<file path="config.mk">
export PLATFORM = sky130hd
export DESIGN_NAME = mem_arbiter_flat
export DESIGN_NICKNAME = d
export VERILOG_FILES = /design/src/rtl/mem_arb_pkg.sv /design/src/rtl/mem_arbiter_if.sv /design/src/rtl/mem_arbiter_rr_pick.sv /design/src/rtl/mem_arbiter.sv /design/src/flat_wrapper.sv
export SDC_FILE = /design/constraint.sdc
export NUM_CORES = 1
export LEC_CHECK = 0
export BUFFER_PORTS_ARGS = -buffer_cell sky130_fd_sc_hd__buf_2
export CORE_UTILIZATION = 40
export CTS_CLUSTER_SIZE = 14
export DETAILED_ROUTE_END_ITERATION = 12
export PLACE_DENSITY = 0.87
export SLEW_MARGIN = 20
export SYNTH_ARGS = -nofsm -noshare
export SYNTH_HDL_FRONTEND = slang
export SYNTH_SLANG_ARGS = --single-unit
</file>
<file path="constraint.sdc">
create_clock -name clk -period 1.8 [get_ports clk]
set_clock_uncertainty 0.05 [all_clocks]
set_input_delay 0.18 -clock clk [delete_from_list [all_inputs] [get_ports clk]]
set_output_delay 0.18 -clock clk [all_outputs]
set_load 0.02 [all_outputs]
</file>
<file path="src/rtl/mem_arb_pkg.sv">
// Shared sizes and FSM state type for the round-robin memory arbiter.
package mem_arb_pkg;

    localparam int MEM_DEPTH = 32;
    localparam int ADDR_W    = 5;
    localparam int DATA_W    = 8;

    typedef enum logic [1:0] {
        IDLE  = 2'd0,
        ISSUE = 2'd1,
        RDATA = 2'd2
    } arb_state_t;

endpackage

</file>
<file path="src/rtl/mem_arbiter_if.sv">
// Requester-side and MEM-side bus of the arbiter.
// The arbiter takes the slave view; requesters and the memory sit on the master view.
interface mem_arbiter_if #(
    parameter int NUM_REQ = 2,
    parameter int ADDR_W  = mem_arb_pkg::ADDR_W,
    parameter int DATA_W  = mem_arb_pkg::DATA_W
);
    import mem_arb_pkg::*;

    logic [NUM_REQ-1:0]        req;
    logic [NUM_REQ-1:0]        req_we;
    logic [NUM_REQ*ADDR_W-1:0] req_addr;
    logic [NUM_REQ*DATA_W-1:0] req_din;
    logic [NUM_REQ-1:0]        gnt;
    logic [NUM_REQ-1:0]        rvalid;
    logic [DATA_W-1:0]         rdata;

    logic                      mem_en;
    logic                      mem_we;
    logic [ADDR_W-1:0]         mem_addr;
    logic [DATA_W-1:0]         mem_din;
    logic [DATA_W-1:0]         mem_dout;

    modport slave (
        input  req, req_we, req_addr, req_din, mem_dout,
        output gnt, rvalid, rdata, mem_en, mem_we, mem_addr, mem_din
    );

    modport master (
        output req, req_we, req_addr, req_din, mem_dout,
        input  gnt, rvalid, rdata, mem_en, mem_we, mem_addr, mem_din
    );

endinterface

</file>
<file path="src/rtl/mem_arbiter_rr_pick.sv">
// Combinational round-robin picker: first asserted request at or after ptr,
// wrapping from the top index back to 0.
module rr_pick #(
    parameter int NUM_REQ = 2,
    parameter int IDX_W   = 1
) (
    input  logic [NUM_REQ-1:0] req,
    input  logic [IDX_W-1:0]   ptr,
    output logic [NUM_REQ-1:0] win,
    output logic [IDX_W-1:0]   win_idx
);

    logic [NUM_REQ-1:0] upper;
    logic [NUM_REQ-1:0] pool;

    // Requests at or above ptr take precedence; otherwise wrap to the full set.
    assign upper = req & ({NUM_REQ{1'b1}} << ptr);
    assign pool  = (|upper) ? upper : req;

    always_comb begin
        win     = '0;
        win_idx = '0;
        for (int i = NUM_REQ - 1; i >= 0; i--) begin
            if (pool[i]) begin
                win     = '0;
                win[i]  = 1'b1;
                win_idx = IDX_W'(i);
            end
        end
    end

endmodule

</file>
<file path="src/rtl/mem_arbiter.sv">
// Round-robin arbiter serialising NUM_REQ requesters onto one single-port synchronous MEM.
//   state | meaning
//   IDLE  | arbitrate; latch winner command when any req is present
//   ISSUE | drive MEM from latched command, pulse gnt, advance rr_ptr
//   RDATA | MEM read data is on mem_dout; pulse rvalid to the winner
module mem_arbiter #(
    parameter int NUM_REQ = 2,
    parameter int ADDR_W  = mem_arb_pkg::ADDR_W,
    parameter int DATA_W  = mem_arb_pkg::DATA_W
) (
    input  logic          clk,
    input  logic          rst_n,
    mem_arbiter_if.slave  bus
);
    import mem_arb_pkg::*;

    localparam int IDX_W = (NUM_REQ > 1) ? $clog2(NUM_REQ) : 1;

    arb_state_t           state;
    arb_state_t           state_nxt;

    logic [IDX_W-1:0]     rr_ptr;
    logic [IDX_W-1:0]     win_idx_q;
    logic [NUM_REQ-1:0]   win_q;
    logic                 cmd_we;
    logic [ADDR_W-1:0]    cmd_addr;
    logic [DATA_W-1:0]    cmd_din;

    logic [NUM_REQ-1:0]   pick_win;
    logic [IDX_W-1:0]     pick_idx;
    logic                 sel_we;
    logic [ADDR_W-1:0]    sel_addr;
    logic [DATA_W-1:0]    sel_din;

    rr_pick #(
        .NUM_REQ (NUM_REQ),
        .IDX_W   (IDX_W)
    ) u_pick (
        .req     (bus.req),
        .ptr     (rr_ptr),
        .win     (pick_win),
        .win_idx (pick_idx)
    );

    always_comb begin
        sel_we   = 1'b0;
        sel_addr = '0;
        sel_din  = '0;
        for (int i = 0; i < NUM_REQ; i++) begin
            if (pick_win[i]) begin
                sel_we   = bus.req_we[i];
                sel_addr = bus.req_addr[i*ADDR_W +: ADDR_W];
                sel_din  = bus.req_din[i*DATA_W +: DATA_W];
            end
        end
    end

    always_ff @(posedge clk or negedge rst_n) begin
        if (!rst_n) begin
            state <= IDLE;
        end else begin
            state <= state_nxt;
        end
    end

    // Outputs come only from state and latched regs, so reset clears them at once.
    always_comb begin
        state_nxt    = state;
        bus.mem_en   = 1'b0;
        bus.mem_we   = 1'b0;
        bus.mem_addr = cmd_addr;
        bus.mem_din  = cmd_din;
        bus.gnt      = '0;
        bus.rvalid   = '0;
        bus.rdata    = bus.mem_dout;
        case (state)
            IDLE: begin
                if (|bus.req) begin
                    state_nxt = ISSUE;
                end
            end
            ISSUE: begin
                bus.mem_en = 1'b1;
                bus.mem_we = cmd_we;
                bus.gnt    = win_q;
                state_nxt  = cmd_we ? IDLE : RDATA;
            end
            RDATA: begin
                bus.rvalid = win_q;
                state_nxt  = IDLE;
            end
            default: begin
                state_nxt = IDLE;
            end
        endcase
    end

    always_ff @(posedge clk or negedge rst_n) begin
        if (!rst_n) begin
            rr_ptr    <= '0;
            win_idx_q <= '0;
            win_q     <= '0;
            cmd_we    <= 1'b0;
            cmd_addr  <= '0;
            cmd_din   <= '0;
        end else begin
            if ((state == IDLE) && (|bus.req)) begin
                win_idx_q <= pick_idx;
                win_q     <= pick_win;
                cmd_we    <= sel_we;
                cmd_addr  <= sel_addr;
                cmd_din   <= sel_din;
            end
            if (state == ISSUE) begin
                rr_ptr <= (win_idx_q == IDX_W'(NUM_REQ - 1)) ? '0 : win_idx_q + 1'b1;
            end
        end
    end

endmodule

</file>
<file path="src/flat_wrapper.sv">
// flat-port wrapper written by rule: the top's interface ports become plain ports
module mem_arbiter_flat import mem_arb_pkg::*;
#(
    parameter int NUM_REQ = 2,
    parameter int ADDR_W  = mem_arb_pkg::ADDR_W,
    parameter int DATA_W  = mem_arb_pkg::DATA_W
)
  (clk, rst_n, bus_req, bus_req_we, bus_req_addr, bus_req_din, bus_mem_dout, bus_gnt, bus_rvalid, bus_rdata, bus_mem_en, bus_mem_we, bus_mem_addr, bus_mem_din);
  mem_arbiter_if #(.NUM_REQ(NUM_REQ), .ADDR_W(ADDR_W), .DATA_W(DATA_W)) bus_i ();
  input  logic clk;
  input  logic rst_n;
  input wire logic [$bits(bus_i.req)-1:0] bus_req;
  input wire logic [$bits(bus_i.req_we)-1:0] bus_req_we;
  input wire logic [$bits(bus_i.req_addr)-1:0] bus_req_addr;
  input wire logic [$bits(bus_i.req_din)-1:0] bus_req_din;
  input wire logic [$bits(bus_i.mem_dout)-1:0] bus_mem_dout;
  output wire logic [$bits(bus_i.gnt)-1:0] bus_gnt;
  output wire logic [$bits(bus_i.rvalid)-1:0] bus_rvalid;
  output wire logic [$bits(bus_i.rdata)-1:0] bus_rdata;
  output wire logic [$bits(bus_i.mem_en)-1:0] bus_mem_en;
  output wire logic [$bits(bus_i.mem_we)-1:0] bus_mem_we;
  output wire logic [$bits(bus_i.mem_addr)-1:0] bus_mem_addr;
  output wire logic [$bits(bus_i.mem_din)-1:0] bus_mem_din;
  assign bus_i.req = bus_req;
  assign bus_i.req_we = bus_req_we;
  assign bus_i.req_addr = bus_req_addr;
  assign bus_i.req_din = bus_req_din;
  assign bus_i.mem_dout = bus_mem_dout;
  assign bus_gnt = bus_i.gnt;
  assign bus_rvalid = bus_i.rvalid;
  assign bus_rdata = bus_i.rdata;
  assign bus_mem_en = bus_i.mem_en;
  assign bus_mem_we = bus_i.mem_we;
  assign bus_mem_addr = bus_i.mem_addr;
  assign bus_mem_din = bus_i.mem_din;
  mem_arbiter #(.NUM_REQ(NUM_REQ), .ADDR_W(ADDR_W), .DATA_W(DATA_W)) u_core (.clk(clk), .rst_n(rst_n), .bus(bus_i));
endmodule
</file>
* Word-level counts from Yosys, hierarchy flattened *
Cells that the tools add are included.

word-level totals
  register bits after elaboration = 20
  input bits = 40
  output and inout port bits = 27
  word-level logic and storage cells = 36

cells by class
  add/sub/neg operators = 1
  equality and inequality tests = 3
  shift operators = 1
  mux-type cells = 19
  bitwise operators = 1
  reductions and logical operators = 4

operators by type and width
  cell                                                               count
  8-bit two-way mux                                                  2
  2-bit two-way mux                                                  7
  5-bit two-way mux                                                  2
  1-bit two-way mux                                                  7
  2-bit one-hot mux with 2 select lines                              1
  2-bit OR reduction                                                 2
  2-bit bitwise AND                                                  1
  2-bit by 1-bit == test with 1-bit output, second input constant    1
  2-bit == test, second input constant                               1
  2-bit zero test                                                    1
  2-bit by 1-bit != test with 1-bit output, second input constant    1
  2-bit by 1-bit left shift with 2-bit output, first input constant  1
  1-bit adder, second input constant                                 1
  1-bit logical AND                                                  1

* Longest topological paths before layout *
Gate-level depths: netlist (run 1).

  depth in word-level cells = 8
  gate-level depth with buffers = 4

* By module *
From an unflattened synthesis (run 1), not the netlist that was laid out.

unflattened totals
  cell total of the unflattened synthesis = 82
  area, all modules = 1061.0 sq um

by module, submodules not included
  module       instances  cells each  area an instance (sq um)
  mem_arbiter  1          78          1034.7
  rr_pick      1          4           26.3

* Worst setup path before layout (run 1) *
Ideal clock, no wire load.

  kind = register to register
  from = register u_core.state[0]
  to = register u_core.rr_ptr
  setup time = 0.128 ns
  data arrival time = 1.268 ns
  data required time = 1.622 ns
  path slack = 0.354 ns
  stages on the path, launching flop included = 4
  path buffers = 0
  clock period less this slack = 1.446 ns
  cell sequence = dfrtp_1 nor2b_1 and2_1 nor2_1

on the way
  cells in the longest elaborated chain, start to end = 1

ends and longest elaborated chain
  element                                   line                source
  start, declared                           mem_arbiter.sv:19   arb_state_t state;
  start signal, assigned                    mem_arbiter.sv:62   state <= state_nxt;
  2-bit by 1-bit == test with 1-bit output  mem_arbiter.sv:114  if (state == ISSUE) begin
  end signal, assigned                      mem_arbiter.sv:115  rr_ptr <= (win_idx_q == IDX_W'(NUM_REQ - 1)) ? '0 : win_idx_q + 1'b1;
  end, declared                             mem_arbiter.sv:22   logic [IDX_W-1:0] rr_ptr;

No other way between the ends.
A chain may end at the register's enable or synchronous reset.

* Worst setup path after layout (run 1) *
  from = register u_core.state[0]
  to = output bus_gnt[1]

on the way
  cells in the longest elaborated chain, start to end = 2

ends and longest elaborated chain
  element                                   line                source
  2-bit by 1-bit == test with 1-bit output  mem_arbiter.sv:76   case (state)
  2-bit two-way mux                         mem_arbiter.sv:76
  end, declared                             flat_wrapper.sv:17  output wire logic [$bits(bus_i.gnt)-1:0] bus_gnt;

No other way between the ends.

==> results of run 1 <==
cell type report:
| cell class | count | area [sq um] | share of cell area |
|---|---|---|---|
| Clock buffer | 4 | 26.3 | 0.0221 |
| Inverter | 1 | 3.75 | 0.00315 |
| Multi-Input combinational cell | 49 | 383 | 0.321 |
| Sequential cell | 19 | 475 | 0.399 |
| Tap cell | 28 | 35.0 | 0.0294 |
| Timing Repair Buffer | 52 | 268 | 0.225 |
Yosys cell counts, types with 2 or more instances:
cell / n
a221o_1: 11
buf_6: 2
and3_1: 8
nor2_1: 3
and2_1: 3
nor2b_1: 2
and3_2: 3
dfrtp_1: 19
buf_4: 8
nand3_1: 3
and3b_1: 2
final timing paths:
path | start | endpoint | slack [ns] | cells past startpoint
max in group asynchronous | rst_n | u_core.bus.mem_din[1] | 1.12 | 2
hold / removal | bus_req_addr[5] | u_core.bus.mem_addr[0] | 0.07 | 2
setup / recovery | u_core.state[0] | bus_gnt[1] | 0.18 | 3
hold reg to reg | u_core.cmd_we | u_core.state[1] | 0.42 | 1
min in group asynchronous | rst_n | u_core.bus.mem_addr[2] | 0.29 | 2
setup reg to reg | u_core.state[1] | u_core.bus.mem_din[7] | 0.33 | 4
worst max-delay path, delay by kind of cell (launching register included):
kind / cells / cell delay [ns]
buf+inv: 1 / 0.16
flops: 1 / 0.44
simple gates: 2 / 0.50
what timing repair did:
action | CTS | global route
gates resized for setup | 0 | 0
hold buffers | 1 | 0
hold endpoints to repair | 19 | 0
setup buffers | 0 | 0
where the power goes:
group / internal, uW / total [uW] / switching [uW] / leakage, uW
combinational: 485 / 1100 / 619 / 0.000411
clock: 86.0 / 209 / 123 / 0.0000150
sequential: 638 / 785 / 148 / 0.000232
registers in the layout, summed over array words and instances (netlist names):
signal	count
u_core.state	2
u_core.cmd_we	1
u_core.bus.mem_din	8
u_core.bus.mem_addr	5
u_core.rr_ptr	1
u_core.win_q	2
stage by stage:
stage               cell area (sq um)  utilization
detailed placement               1150        0.517
CTS                              1190        0.533
global placement                 1150        0.517
global route                     1190        0.533
finish                           1190        0.533
floorplan                         953            -
logic make-up (layout without fill, tap and decap cells):
group | after synthesis | count (layout)
and+or+nand+nor | 29 | 29
AOI/OAI and AO/OA | 19 | 19
DFF | 19 | 19
buffers and inverters | 13 | 57
muxes | 1 | 1
routing by layer:
layer	wire, um	vias to the layer above
met5	0	-
met4	15	0
met3	181	2
met2	1040	45
met1	865	404
li1	-	387
cell usage in the layout, fill, tap and decap left out, types with 2 or more instances in the layout:
master    synthesis  final
a221o_1          11     11
nand3_1           3      3
and2_1            3      3
clkbuf_4          0      3
and3b_1           2      2
nor2_1            3      3
nor2b_1           2      2
and3_1            8      8
buf_2             1     50
and3_2            3      3
dfrtp_1          19     19
==> summary.txt, run 1 <==
Run status
  • Status: complete, no violations

Power and ir drop
  • Peak VDD IR: 0.000916 V
  • Pleak: 0.000658 uW
  • Power Total: 2100 uW
  • Pwr Density: approximately 1800 nW/um^2

Floorplanning
  • Chip width: just over 50 um
  • Die H: 50.8 um
  • Initial Util: 0.427
  • I/O pin total: 67
  • CORE AREA: 2230 sq um
  • Row Count: 17
  • Total die area: 2580 sq um

Run
  • Total of max-cap violations: 0

Setup path
  • Worst path slowest cell: dfrtp_1
  • WP data required: roughly 1.6 ns
  • CP Cell Sequence: nor2b_1 -> and2_1 -> buf_2
  • Crit path DAT: 1.39 ns
  • CP Capture Type: primary output
  • Max incr delay on CP: about 0.44 ns
  • Critical path type: reg2out
  • CP max FO: 6
  • Worst setup SP type: register

Global route
  • Grt met3 use: 0.0446
  • First-pass GRT wire length: 3600 um
  • Vias in the first global route: about 800
  • GRT overflow: 0
  • Initial antenna violation count: 0
  • Largest net degree at the start of global routing: 20
  • Met2 usage: 0.311
  • Grt met1 use: 0.231
  • Top Usage Layer GRT: met2
  • Total track usage: 0.186

CTS
  • Root Driver: clkbuf_4
  • H-tree depth: 1
  • Clock transition at path regs: ~0.10 ns
  • Clock buffer count from CTS: 3
  • Worst-skew pair later-pin latency: 0.29 ns
  • CTS tree: yes
  • Num Clock Sinks: 19
  • Max Root-Sink Buffers: 2

Placed design
  • Count of input and output buffers: 50
  • Worst Setup Slack post-DPL: 0.316 ns
  • Placed cells: 148
  • GP Congestion: 0.705
  • DP HPWL: 1630 um

Synth
  • Synthesized Nets: about 120
  • Post-synth EDFFs: 0
  • Dominant cell type by area after synthesis: dfrtp_1
  • Top-area cell type share of the netlist area: 0.499
  • Simple-gate share of the synthesized area: 0.198
  • Top_reg_cell synth: dfrtp_1
  • Main combinational cell family by area after synthesis: simple AND/OR/NAND/NOR gates
  • Post-Synth Adder-Cell Area: 0
  • Mean Syn Cell Area: approximately 12 sq um
  • Synth Area in Compound Gates: 0.188
  • Largest cells by area after synthesis: dfrtp_1, a221o_1, buf_4
  • Distinct cells, synth: 28
  • Mapped Cells: 81
  • Async SR Flop Fraction: 1.00
  • Yosys reg bits: 19
  • Sequential area share after synthesis: 0.499
  • Post-Synth XOR/XNOR Area: 0
  • Ys Warns: 0
  • Mapped Area: 953 sq um
  • Multiplexer share of the synthesized area: 0.0157

Route
  • Routed Antenna Nets: 0
  • Post-route DRC: 0
  • Wire per inst: 13.8 um
  • WL final: 2110 um
  • Initial DRC Count: 20
  • First-pass iteration count of the detailed router: 4
  • Via density: 5.48
  • DR vias: 838

Finish
  • Filler Cells Inserted: 204
  • Share of layout cells above drive strength 1: 0.512
  • Layout Area Growth over Synthesis: 24.9%
  • Antenna cell count: 0
  • Non-Filler Instances: 153
  • Post-layout nets: 166

STA
  • Slew headroom: 0.638
  • Slew Viols, Final: 0
  • Post-layout min period: ~1.6 ns
  • Setup Viol. Count Final: 0
  • Least-Margin Pin Slew: 0.540 ns
  • Max Clk Rate: 0.618 GHz
  • Fin Setup TNS: 0 ns
  • RSZ-0062 raised after global routing: no
  • Tcrit/Tclk final: 0.898
  • Final hold slack: 0.0681 ns
  • Fin worst setup slack: 0.183 ns
  • Final Hold Fails: 0

Worst hold path
  • Worst Hold Class: in2reg
(Power assumes the default switching activity.)
==> run 2: changes to the inputs <==
--- a/config.mk
+++ b/config.mk
@@ -6,9 +6,11 @@
 export NUM_CORES = 1
 export LEC_CHECK = 0
 export BUFFER_PORTS_ARGS = -buffer_cell sky130_fd_sc_hd__buf_2
+export CORE_MARGIN = 4
 export CORE_UTILIZATION = 40
 export CTS_CLUSTER_SIZE = 14
 export DETAILED_ROUTE_END_ITERATION = 12
+export MAX_ROUTING_LAYER = met4
 export PLACE_DENSITY = 0.87
 export SLEW_MARGIN = 20
 export SYNTH_ARGS = -nofsm -noshare
==> summary.txt, run 2 (synthesis results as in run 1) <==
Run status
  • Status: complete, no violations

Placed design
  • Post-place instance area: 1150 sq um (-0.65%)
  • Count of input and output buffers: 50 (unchanged)
  • DP HPWL: 1720 um (+5.6%)
  • GP Congestion: 0.739 (+4.8%)

Global route
  • Initial antenna violation count: 0 (unchanged)
  • GRT overflow: 0 (unchanged)
  • Vias in the first global route: 835 (+1.6%)
  • Total track usage: 0.158 (-0.0285)
  • First-pass GRT wire length: 3800 um (+5.4%)
  • Largest net degree at the start of global routing: 20 (unchanged)

Setup path
  • CP max FO: 16 (+10)
  • Critical path type: reg2reg
  • Flop-to-flop setup slack: 0.17 ns (-0.16 ns)
  • R2R Path Start: u_core.state[1]
  • Reg2reg path depth: 4 (unchanged)
  • Crit. Startpoint: u_core.state[1]
  • Worst setup SP type: register
  • CP Capture Type: register
  • WP data required: 1.95 ns (+0.38 ns)
  • Crit path DAT: 1.77 ns (+0.38 ns)
  • Crit Reg-Reg Endpoint: u_core.bus.mem_din[7]

STA
  • Least-Margin Pin Slew: 0.544 ns (+0.00319 ns)
  • Max Clk Rate: 0.615 GHz (-0.58%)
  • Final hold slack: 0.0472 ns (-0.0208 ns)
  • Slew Viols, Final: 0 (unchanged)
  • Post-layout min period: 1.63 ns (+0.00942 ns)
  • Slew headroom: 0.638 (about the same)
  • RSZ-0062 raised after global routing: no
  • Fin Setup TNS: 0 ns (unchanged)
  • Setup Viol. Count Final: 0 (unchanged)
  • Tcrit/Tclk final: 0.904 (+0.00523)
  • Final Hold Fails: 0 (unchanged)

Finish
  • Max FFs per register: 8 (unchanged)
  • Share of layout cells above drive strength 1: 0.516 (+0.00413)
  • Post-layout util: 0.532 (-0.00168)
  • Antenna cell count: 0 (unchanged)
  • Post-layout nets: 165 (-0.60%)
  • Layout Area Growth over Synthesis: 24.5%
  • Most frequent cells in the layout: buf_2, dfrtp_1, a221o_1, and3_1
  • Most common cell after layout, fill and taps aside: buf_2
  • Final Instance Area: 1190 sq um (-0.31%)

Run
  • Total of max-cap violations: 0 (unchanged)

CTS
  • Max Root-Sink Buffers: 2 (unchanged)
  • Setup bufs post-CTS: 0 (unchanged)
  • Num Clock Sinks: 19 (unchanged)
  • Clock transition at path regs: 0.12 ns (+0.02 ns)
  • Clock buffer count from CTS: 3 (unchanged)
  • H-tree depth: 1 (unchanged)
  • Root Driver: clkbuf_4
  • Worst-skew pair later-pin latency: 0.30 ns (about the same)
  • CTS tree: yes

Floorplanning
  • Row Count: 17 (unchanged)
  • Die H: 56.8 um (+12%)
  • Total die area: 3230 sq um (+25%)
  • CORE AREA: 2230 sq um (unchanged)
  • I/O pin total: 67 (unchanged)
  • Initial Util: 0.427 (unchanged)
  • Chip width: 56.8 um (+12%)

Worst hold path
  • Hold Path Stages: 2 (unchanged)
  • WHS Endpoint: u_core.bus.mem_din[1]
  • Worst Hold Class: in2reg
  • Hold_sp: bus_req_din[9]

Power and ir drop
  • Pleak: 0.000652 uW (-0.89%)
  • Peak VDD IR: 0.000878 V (-4.2%)
  • Pwr Density: 1760 nW/um^2 (about the same)

Route
  • WL final: 2240 um (+6.1%)
  • Wire per inst: 14.7 um (+6.8%)
  • Routed Antenna Nets: 0 (unchanged)
  • Initial DRC Count: 15 (-25%)
  • DR vias: 799 (-4.7%)
  • First-pass iteration count of the detailed router: 4 (unchanged)
  • Via density: 5.26 (-4.0%)
  • Post-route DRC: 0 (unchanged)
run 2: cell count changes in the layout (fill, tap and decap cells not counted):
| cell | change |
|---|---|
| buf_4 | -1 |
| clkinvlp_4 | +1 |
| clkbuf_1 | -1 |
run 2: report_power, final:
part	total (uW)	switching, uW	internal [uW]	leakage (uW)
registers	780	143	637	0.000232
clock network	226	142	84.6	0.0000139
logic	1080	618	466	0.000406
run 2: through the flow:
stage / std cells / setup slack (ns) / total power [uW]
floorplan: 81 / 0.354 / 1590
global placement: 147 / 0.260 / 1850
detailed placement: 147 / 0.173 / 1880
CTS: 152 / 0.146 / 2110
global route: 152 / 0.00784 / 2260
finish: 152 / 0.173 / 2090
run 2: critical path, stage by stage, from the launching register on:
cell,delay (ns)
dfrtp_1,0.45
nor2_4,0.30
o21ai_2,0.24
inv_1,0.18
mux2_4,0.31
run 2: how the worst max path moves through the flow:
stage                                       end  slack (ns)  cells past startpoint
final                     u_core.bus.mem_din[7]        0.17                      4
after global routing                 bus_gnt[1]       0.008                      3
after CTS                            bus_gnt[1]        0.15                      3
after detailed placement  u_core.bus.mem_din[7]        0.17                      4
after global placement    u_core.bus.mem_din[7]        0.26                      4
after floorplan                   u_core.rr_ptr        0.35                      3
run 2: cell type report:
| class | instances | area (sq um) |
|---|---|---|
| tap | 28 | 35.0 |
| multi-input combinational | 49 | 383 |
| fill | 211 | 1050 |
| sequential | 19 | 475 |
| timing repair buffer | 51 | 260 |
| clock inverter | 1 | 7.51 |
| clock buffer | 3 | 22.5 |
| inverter | 1 | 3.75 |
run 2: per-layer routing:
layer	part of all wire	track usage	up-vias
met2	0.46	0.239	33
li1	-	-	386
met5	0	-	-
met3	0.080	0.0414	4
met1	0.45	0.193	376
met4	0.010	0.0795	0
run 2: repair_timing:
item	in CTS	in global routing
hold buffers	1	0
resized for setup	0	0
endpoints found under the hold margin	19	0
